--- src/rtl/tdm_mux_8x1.sv ---
// 8-lane round-robin TDM multiplexer: merges eight valid/ready lane streams onto one
// registered output word tagged with its source lane index.
module tdm_mux_8x1 #(
    parameter int WIDTH = 8
) (
    input  logic                 clk,
    input  logic                 rst,
    input  logic [8*WIDTH-1:0]   in_data,
    input  logic [7:0]           in_valid,
    output logic [7:0]           in_ready,
    output logic [WIDTH-1:0]     out_data,
    output logic [2:0]           out_sel,
    output logic                 out_valid,
    input  logic                 out_ready
);

    typedef enum logic {
        ST_EMPTY = 1'b0,
        ST_FULL  = 1'b1
    } state_t;

    state_t            state_q, state_d;
    logic [2:0]        ptr_q, ptr_d;
    logic [WIDTH-1:0]  data_q, data_d;
    logic [2:0]        sel_q, sel_d;

    logic [WIDTH-1:0]  lane_data [8];
    logic [7:0]        rot_valid;
    logic [2:0]        offset;
    logic [2:0]        grant;
    logic              grant_vld;
    logic              load_en;
    logic              accept;

    // rot_valid[k] is the valid of the lane k positions after the pointer
    for (genvar gi = 0; gi < 8; gi++) begin : g_lane
        assign lane_data[gi] = in_data[gi*WIDTH +: WIDTH];
        assign rot_valid[gi] = in_valid[ptr_q + 3'(gi)];
        assign in_ready[gi]  = !rst && accept && (grant == 3'(gi));
    end

    always_comb begin
        offset = 3'd0;
        for (int k = 7; k >= 0; k--) begin
            if (rot_valid[k]) begin
                offset = 3'(k);
            end
        end
    end

    assign grant     = ptr_q + offset;
    assign grant_vld = |in_valid;
    assign load_en   = (state_q == ST_EMPTY) || out_ready;
    assign accept    = load_en && grant_vld;

    always_comb begin
        state_d = state_q;
        ptr_d   = ptr_q;
        data_d  = data_q;
        sel_d   = sel_q;
        case (state_q)
            ST_EMPTY: begin
                if (accept) begin
                    state_d = ST_FULL;
                    data_d  = lane_data[grant];
                    sel_d   = grant;
                    ptr_d   = grant + 3'd1;
                end
            end
            ST_FULL: begin
                // a draining word may be replaced by a new one in the same cycle
                if (accept) begin
                    data_d  = lane_data[grant];
                    sel_d   = grant;
                    ptr_d   = grant + 3'd1;
                end else if (out_ready) begin
                    state_d = ST_EMPTY;
                end
            end
            default: state_d = ST_EMPTY;
        endcase
    end

    always_ff @(posedge clk or posedge rst) begin
        if (rst) begin
            state_q <= ST_EMPTY;
            ptr_q   <= 3'd0;
            data_q  <= '0;
            sel_q   <= 3'd0;
        end else begin
            state_q <= state_d;
            ptr_q   <= ptr_d;
            data_q  <= data_d;
            sel_q   <= sel_d;
        end
    end

    assign out_valid = (state_q == ST_FULL);
    assign out_data  = data_q;
    assign out_sel   = sel_q;

endmodule
--- config.mk ---
export PLATFORM = sky130hd
export DESIGN_NAME = tdm_mux_8x1
export DESIGN_NICKNAME = d
export VERILOG_FILES = /design/src/rtl/tdm_mux_8x1.sv
export SDC_FILE = /design/constraint.sdc
export NUM_CORES = 1
export LEC_CHECK = 0
export CAP_MARGIN = 20
export CELL_PAD_IN_SITES_DETAIL_PLACEMENT = 0
export CELL_PAD_IN_SITES_GLOBAL_PLACEMENT = 1
export CORE_ASPECT_RATIO = 2
export CORE_MARGIN = 4
export CORE_UTILIZATION = 32
export CTS_CLUSTER_DIAMETER = 120
export DETAILED_ROUTE_END_ITERATION = 8
export PLACE_DENSITY_LB_ADDON = 0.1
export SLEW_MARGIN = 40
export SYNTH_ARGS = -nofsm -noshare
export SYNTH_HDL_FRONTEND = slang
export SYNTH_SLANG_ARGS = --single-unit
--- constraint.sdc ---
create_clock -name clk -period 12.6 [get_ports clk]
set_input_delay 2.52 -clock clk [delete_from_list [all_inputs] [get_ports clk]]
set_output_delay 2.52 -clock clk [all_outputs]
set_load 0.005 [all_outputs]
==> results of run 1 <==
placed cells by master (no fill, tap or decap), drive strengths merged, types with 2 or more instances in the layout:
cell type	instances
o211ai	8
a21oi	4
dfrtp	15
mux2	6
and2	2
buf	2
xor2	3
clkdlybuf4s50	94
or4	3
mux2i	9
o21ai	8
ha	4
nor2b	2
mux4	25
nand4	8
inv	7
nor2	12
o2111ai	2
nand3	3
clkbuf	3
nand2	38
kinds of logic (layout without fill, tap and decap cells):
family	Yosys count	count (layout)	share of synthesized area
AND/OR/NAND/NOR	73	73	0.179
multiplexers	40	40	0.382
AO/OA/AOI/OAI	28	28	0.138
buffers and inverters	21	107	0.0503
flip-flops	15	15	0.196
adder cells (fa/ha/maj)	5	5	0.0366
XOR/XNOR	4	4	0.0183
critical path: cells and delay by family:
kind            cells  cell delay [ps]
compound gates      5              800
fa+ha+maj           3              730
mux                 2              790
simple gates        3              450
buf+inv             5             1240
flip-flops by register name (all words and copies together), names as in the netlist:
register	flops
ptr_q	3
out_data	8
out_sel	3
out_valid	1
through the flow:
step	std cells	util
after floorplan	186	-
after global placement	329	0.500
after detailed placement	329	0.501
after CTS	333	0.515
after global routing	333	0.515
final	333	0.515
report_power, final:
group          internal [mW]  switching (mW)  leakage [nW]
sequential            0.0750          0.0339         0.180
clock                 0.0427          0.0205        0.0371
combinational          0.453           0.407         0.922
layer usage:
metal / GRT usage / vias to the layer above / part of all wire
met1: 0.148 / 880 / 0.31
met3: 0.0401 / 8 / 0.094
met2: 0.328 / 93 / 0.57
met4: 0.0747 / 0 / 0.028
met5: 0 / - / 0
li1: - / 883 / -
cell type report:
cell class,count,area (µm²)
Sequential cell,15,375
Fill cell,531,2790
Clock buffer,3,75.1
Inverter,7,26.3
Timing Repair Buffer,96,956
Multi-Input combinational cell,150,1450
Tap cell,61,76.3
Clock inverter,1,7.51
path summary, 6_finish.rpt:
kind	startpoint	endpoint	slack [ps]	cells past startpoint
max	in_valid[5]	in_ready[7]	3530	18
min	out_sel[0]$_DFFE_PP0P_	out_sel[0]$_DFFE_PP0P_	490	2
max reg2reg	ptr_q[0]$_DFFE_PP0P_	ptr_q[2]$_DFFE_PP0P_	8170	16
min reg2reg	out_sel[0]$_DFFE_PP0P_	out_sel[0]$_DFFE_PP0P_	490	2
max in group asynchronous	rst	out_valid$_DFF_PP0_	9460	2
min in group asynchronous	rst	out_data[6]$_DFFE_PP0P_	2740	2
==> flow_summary.json, run 1 <==
{
  "outcome": "complete, no violations",
  "synth.largest_area_cell": "mux4_2",
  "critical_path_arrival_ps": 6550,
  "ys_seq_area_frac": 0.196,
  "drt-initial-drc-count": 104,
  "dpl.hpwl_um": 4970,
  "cp.required_ps": 10080,
  "dpl_cell_area_um2": 2880,
  "grt_pass1_vias": 2035,
  "cts-root-buf": "clkbuf_16",
  "crit_slowest_cell": "clkdlybuf4s50_1",
  "grt_max_degree": 24,
  "fin_area_um2": 2970,
  "setup_viol": 0,
  "synth_area_leaders": "mux4_2, dfrtp_1, nand2_1, mux2i_1, o211ai_2",
  "worstSkewPairLatency_ps": 240,
  "place_ws_ps": 3550,
  "fin_skew_ps": 1.06,
  "antenna_found_initial": 0,
  "cts_tree": "built",
  "fp-row-count": 39,
  "setup-tns-final_ps": 0,
  "rsz0062_at_grt": "false",
  "grt_usage": 0.165,
  "clockBufferDepth": 2,
  "drive_above_1_share": 0.184,
  "initial_utilization": 0.333,
  "cts_made_buffers": 3,
  "crit_fanout": 12,
  "p_leak_nw": 1.14,
  "start_kind": "primary input",
  "path_cells": "clkdlybuf4s50_1, mux2i_1, nand2_1, mux4_2, a21oi_1, o21ai_0, a21oi_1, o221a_2, ha_1, inv_1, fa_2, inv_1, o2111ai_4, nand2_4, inv_2, ha_1, and2_1, clkdlybuf4s50_1",
  "fmaxAchievable_ghz": 0.110,
  "period_minus_slack_ps": 9070,
  "async_reset_ff_frac": 1.00,
  "first_pass_iters": 4,
  "p_total_mw": 1.03,
  "ant_nets": 0,
  "ys_ff_latch": 15,
  "drc": 0,
  "syn_avg_cell_area_um2": 10.3,
  "period_share": 0.720,
  "hold_violations": 0,
  "chipWidth_um": 62.7,
  "syn_area_um2": 1920,
  "num_vias": 1864,
  "area_delta_synth_final_pct": 54.8,
  "tightestPinTransition_ps": 796,
  "postSynth.topFlopCell": "dfrtp_1",
  "power_density_nw_per_um2": 348,
  "synth_top_area_share": 0.270,
  "synth-edff-count": 0,
  "finalMaxSlewViolations": 0,
  "maxCapViolCount": 0,
  "nets": 353,
  "synth.most_common_cell": "nand2_1",
  "setup_ws_ps": 3530,
  "grt.overflow.total": 0,
  "syn_inst": 186,
  "cts.sinks": 15,
  "cts_resized": 0,
  "io_buffer_count": 94,
  "globalplace.congestion": 0.759,
  "grt_pass1_wl_um": 9650,
  "irDropWorstVdd_uv": 249,
  "syn_nets": 266,
  "io-pin-count": 95,
  "fp.dieH_um": 117,
  "min_path_type": "flop to flop",
  "die_area_um2": 7370,
  "yosys-top-cells-count": "nand2_1, mux4_2, dfrtp_1",
  "endpoint_kind": "output port",
  "totalWireLength_um": 5840,
  "wl_per_cell_um": 17.5,
  "yosysUniqueCellTypes": 41,
  "relSlewSlack": 0.470,
  "path_clk_slew_ps": 50,
  "crit_type": "primary input to output port",
  "ctsHoldBuffers": 0,
  "core_area_um2": 5760,
  "h-tree-depth": 1,
  "n_antenna_cell": 0,
  "slowest_delay_ps": 490,
  "post-cts-setup-buffers": 0,
  "vias_per_cell": 5.60,
  "yosysWarnings": 0,
  "whs_ps": 489
}
No activity file was read; power rests on OpenSTA's default activity.
==> inputs of run 2 (changes only) <==
Settings changed: CORE_UTILIZATION 32 to 27.
Clock period 12.6 ns to 8.1 ns, I/O delays scaled along.
==> flow_summary.json, run 2 (same netlist as run 1, synthesis figures left out) <==
{
  "critical_path_arrival_ps": 5620,
  "worstSkewPairLatency_ps": 250,
  "dpl_cell_area_um2": 2930,
  "cts.sinks": 15,
  "nets": 355,
  "cts_resized": 0,
  "grt.overflow.total": 0,
  "crit_type": "primary input to output port",
  "hold-path-cell-count": 2,
  "min-delay-start": "out_sel[0]$_DFFE_PP0P_",
  "initial_utilization": 0.276,
  "clockBufferDepth": 2,
  "gr-max-usage-layer": "met2",
  "antenna_found_initial": 0,
  "area_delta_synth_final_pct": 57.0,
  "globalplace.congestion": 0.801,
  "grt_max_degree": 20,
  "cts-root-buf": "clkbuf_16",
  "finalMaxSlewViolations": 0,
  "cts_made_buffers": 3,
  "cts_tree": "built",
  "endpoint_kind": "output port",
  "h-tree-depth": 1,
  "core_area_um2": 6940,
  "start_kind": "primary input",
  "grt_usage": 0.154,
  "totalWireLength_um": 6180,
  "grt_pass1_wl_um": 10000,
  "die_area_um2": 8590,
  "r2r_cells": 13,
  "drt-initial-drc-count": 72,
  "min_to": "out_sel[0]$_DFFE_PP0P_",
  "fp-row-count": 43,
  "chipWidth_um": 67.6,
  "whs_ps": 475,
  "maxCapViolCount": 0,
  "drive_above_1_share": 0.179,
  "path_clk_slew_ps": 50,
  "ant_nets": 0,
  "outcome": "complete, no violations",
  "met1_usage": 0.155,
  "wl_per_cell_um": 17.0,
  "gr-usage-met3": 0.0299,
  "timing.rr.end": "out_data[3]$_DFFE_PP0P_",
  "tightestPinTransition_ps": 804,
  "period_minus_slack_ps": 7240,
  "met2_usage": 0.298,
  "dpl.hpwl_um": 5380,
  "first_pass_iters": 4,
  "largest_reg_flops": 8,
  "setup_viol": 0,
  "min_path_type": "flop to flop",
  "io_buffer_count": 94,
  "fillers": 701,
  "layout_common_cells": "clkdlybuf4s50_1, nand2_1, mux4_2, dfrtp_1, nor2_1",
  "grt_pass1_vias": 2020,
  "io-pin-count": 95,
  "n_antenna_cell": 0,
  "power_density_nw_per_um2": 544,
  "crit_fanout": 12,
  "num_vias": 1880,
  "r2r_slack_ps": 3650,
  "post-cts-setup-buffers": 0,
  "relSlewSlack": 0.464,
  "final_common_cell": "clkdlybuf4s50_1",
  "irDropWorstVdd_uv": 371,
  "period_share": 0.894,
  "fmaxAchievable_ghz": 0.138,
  "fp.dieH_um": 127,
  "rsz0062_at_grt": "false",
  "setup-tns-final_ps": 0,
  "hold_violations": 0,
  "cp.required_ps": 6480,
  "p_leak_nw": 1.15,
  "vias_per_cell": 5.16,
  "ctsHoldBuffers": 0,
  "r2r_start": "ptr_q[0]$_DFFE_PP0P_",
  "drc": 0,
  "fin_area_um2": 3010,
  "fin_skew_ps": 4.01
}
-- run 2: cell types whose count changed in the layout (fill, tap and decap cells not counted), sizes merged --
cell / previous run / this run
clkbuf: 3 / 4
buf: 2 / 4
clkinvlp: 1 / 0
-- run 2: power by group --
group / internal, mW / total, mW / leakage, nW / switching (mW)
Clock: 0.0667 / 0.0971 / 0.0382 / 0.0304
Sequential: 0.117 / 0.169 / 0.180 / 0.0521
Combinational: 0.715 / 1.37 / 0.930 / 0.657
Total: 0.899 / 1.64 / 1.15 / 0.740
-- run 2: worst max-delay path: stages --
cell             delay, ps
clkdlybuf4s50_1        470
mux2i_1                330
nand2_1                100
mux4_2                 500
a21oi_1                150
o21ai_0                 80
a21oi_1                150
o221a_2                200
ha_1                   140
inv_1                   50
fa_1                   410
inv_1                  120
o2111ai_4              210
nand2_4                170
inv_2                  130
ha_1                   210
and2_1                 130
clkdlybuf4s50_1        440
-- run 2: area by class of cell --
cell class / count / area (µm²) / share of cell area
timing repair buffer: 98 / 971 / 0.323
inverter: 7 / 26.3 / 0.00873
clock buffer: 4 / 78.8 / 0.0262
tap: 90 / 113 / 0.0374
sequential: 15 / 375 / 0.125
multi-input combinational: 150 / 1450 / 0.480
-- run 2: how the worst max path moves through the flow --
stage                           start           to  slack [ps]  cells after the start
final                     in_valid[4]  in_ready[7]         860                     18
after global routing      in_valid[4]  in_ready[7]         570                     18
after CTS                 in_valid[5]  in_ready[7]         840                     18
after detailed placement  in_valid[5]  in_ready[7]         850                     18
after global placement    in_valid[5]  in_ready[7]         910                     18
after floorplan           in_valid[5]  in_ready[7]        2070                     17
-- run 2: routing by layer --
layer  vias to the layer above  routed length [µm]
met4                         0                 102
met1                       904                2020
met2                        81                3660
met3                         7                 393
met5                         -                   0
li1                        888                   -
-- run 2: per-stage QoR --
step | setup WS (ps) | total power [mW] | std cells | utilization
finish | 857 | 1.64 | 364 | 0.434
floorplan | 2070 | 1.23 | 186 | -
detailed placement | 851 | 1.57 | 360 | 0.422
global placement | 907 | 1.59 | 360 | 0.422
global route | 573 | 1.79 | 364 | 0.434
CTS | 845 | 1.68 | 364 | 0.434
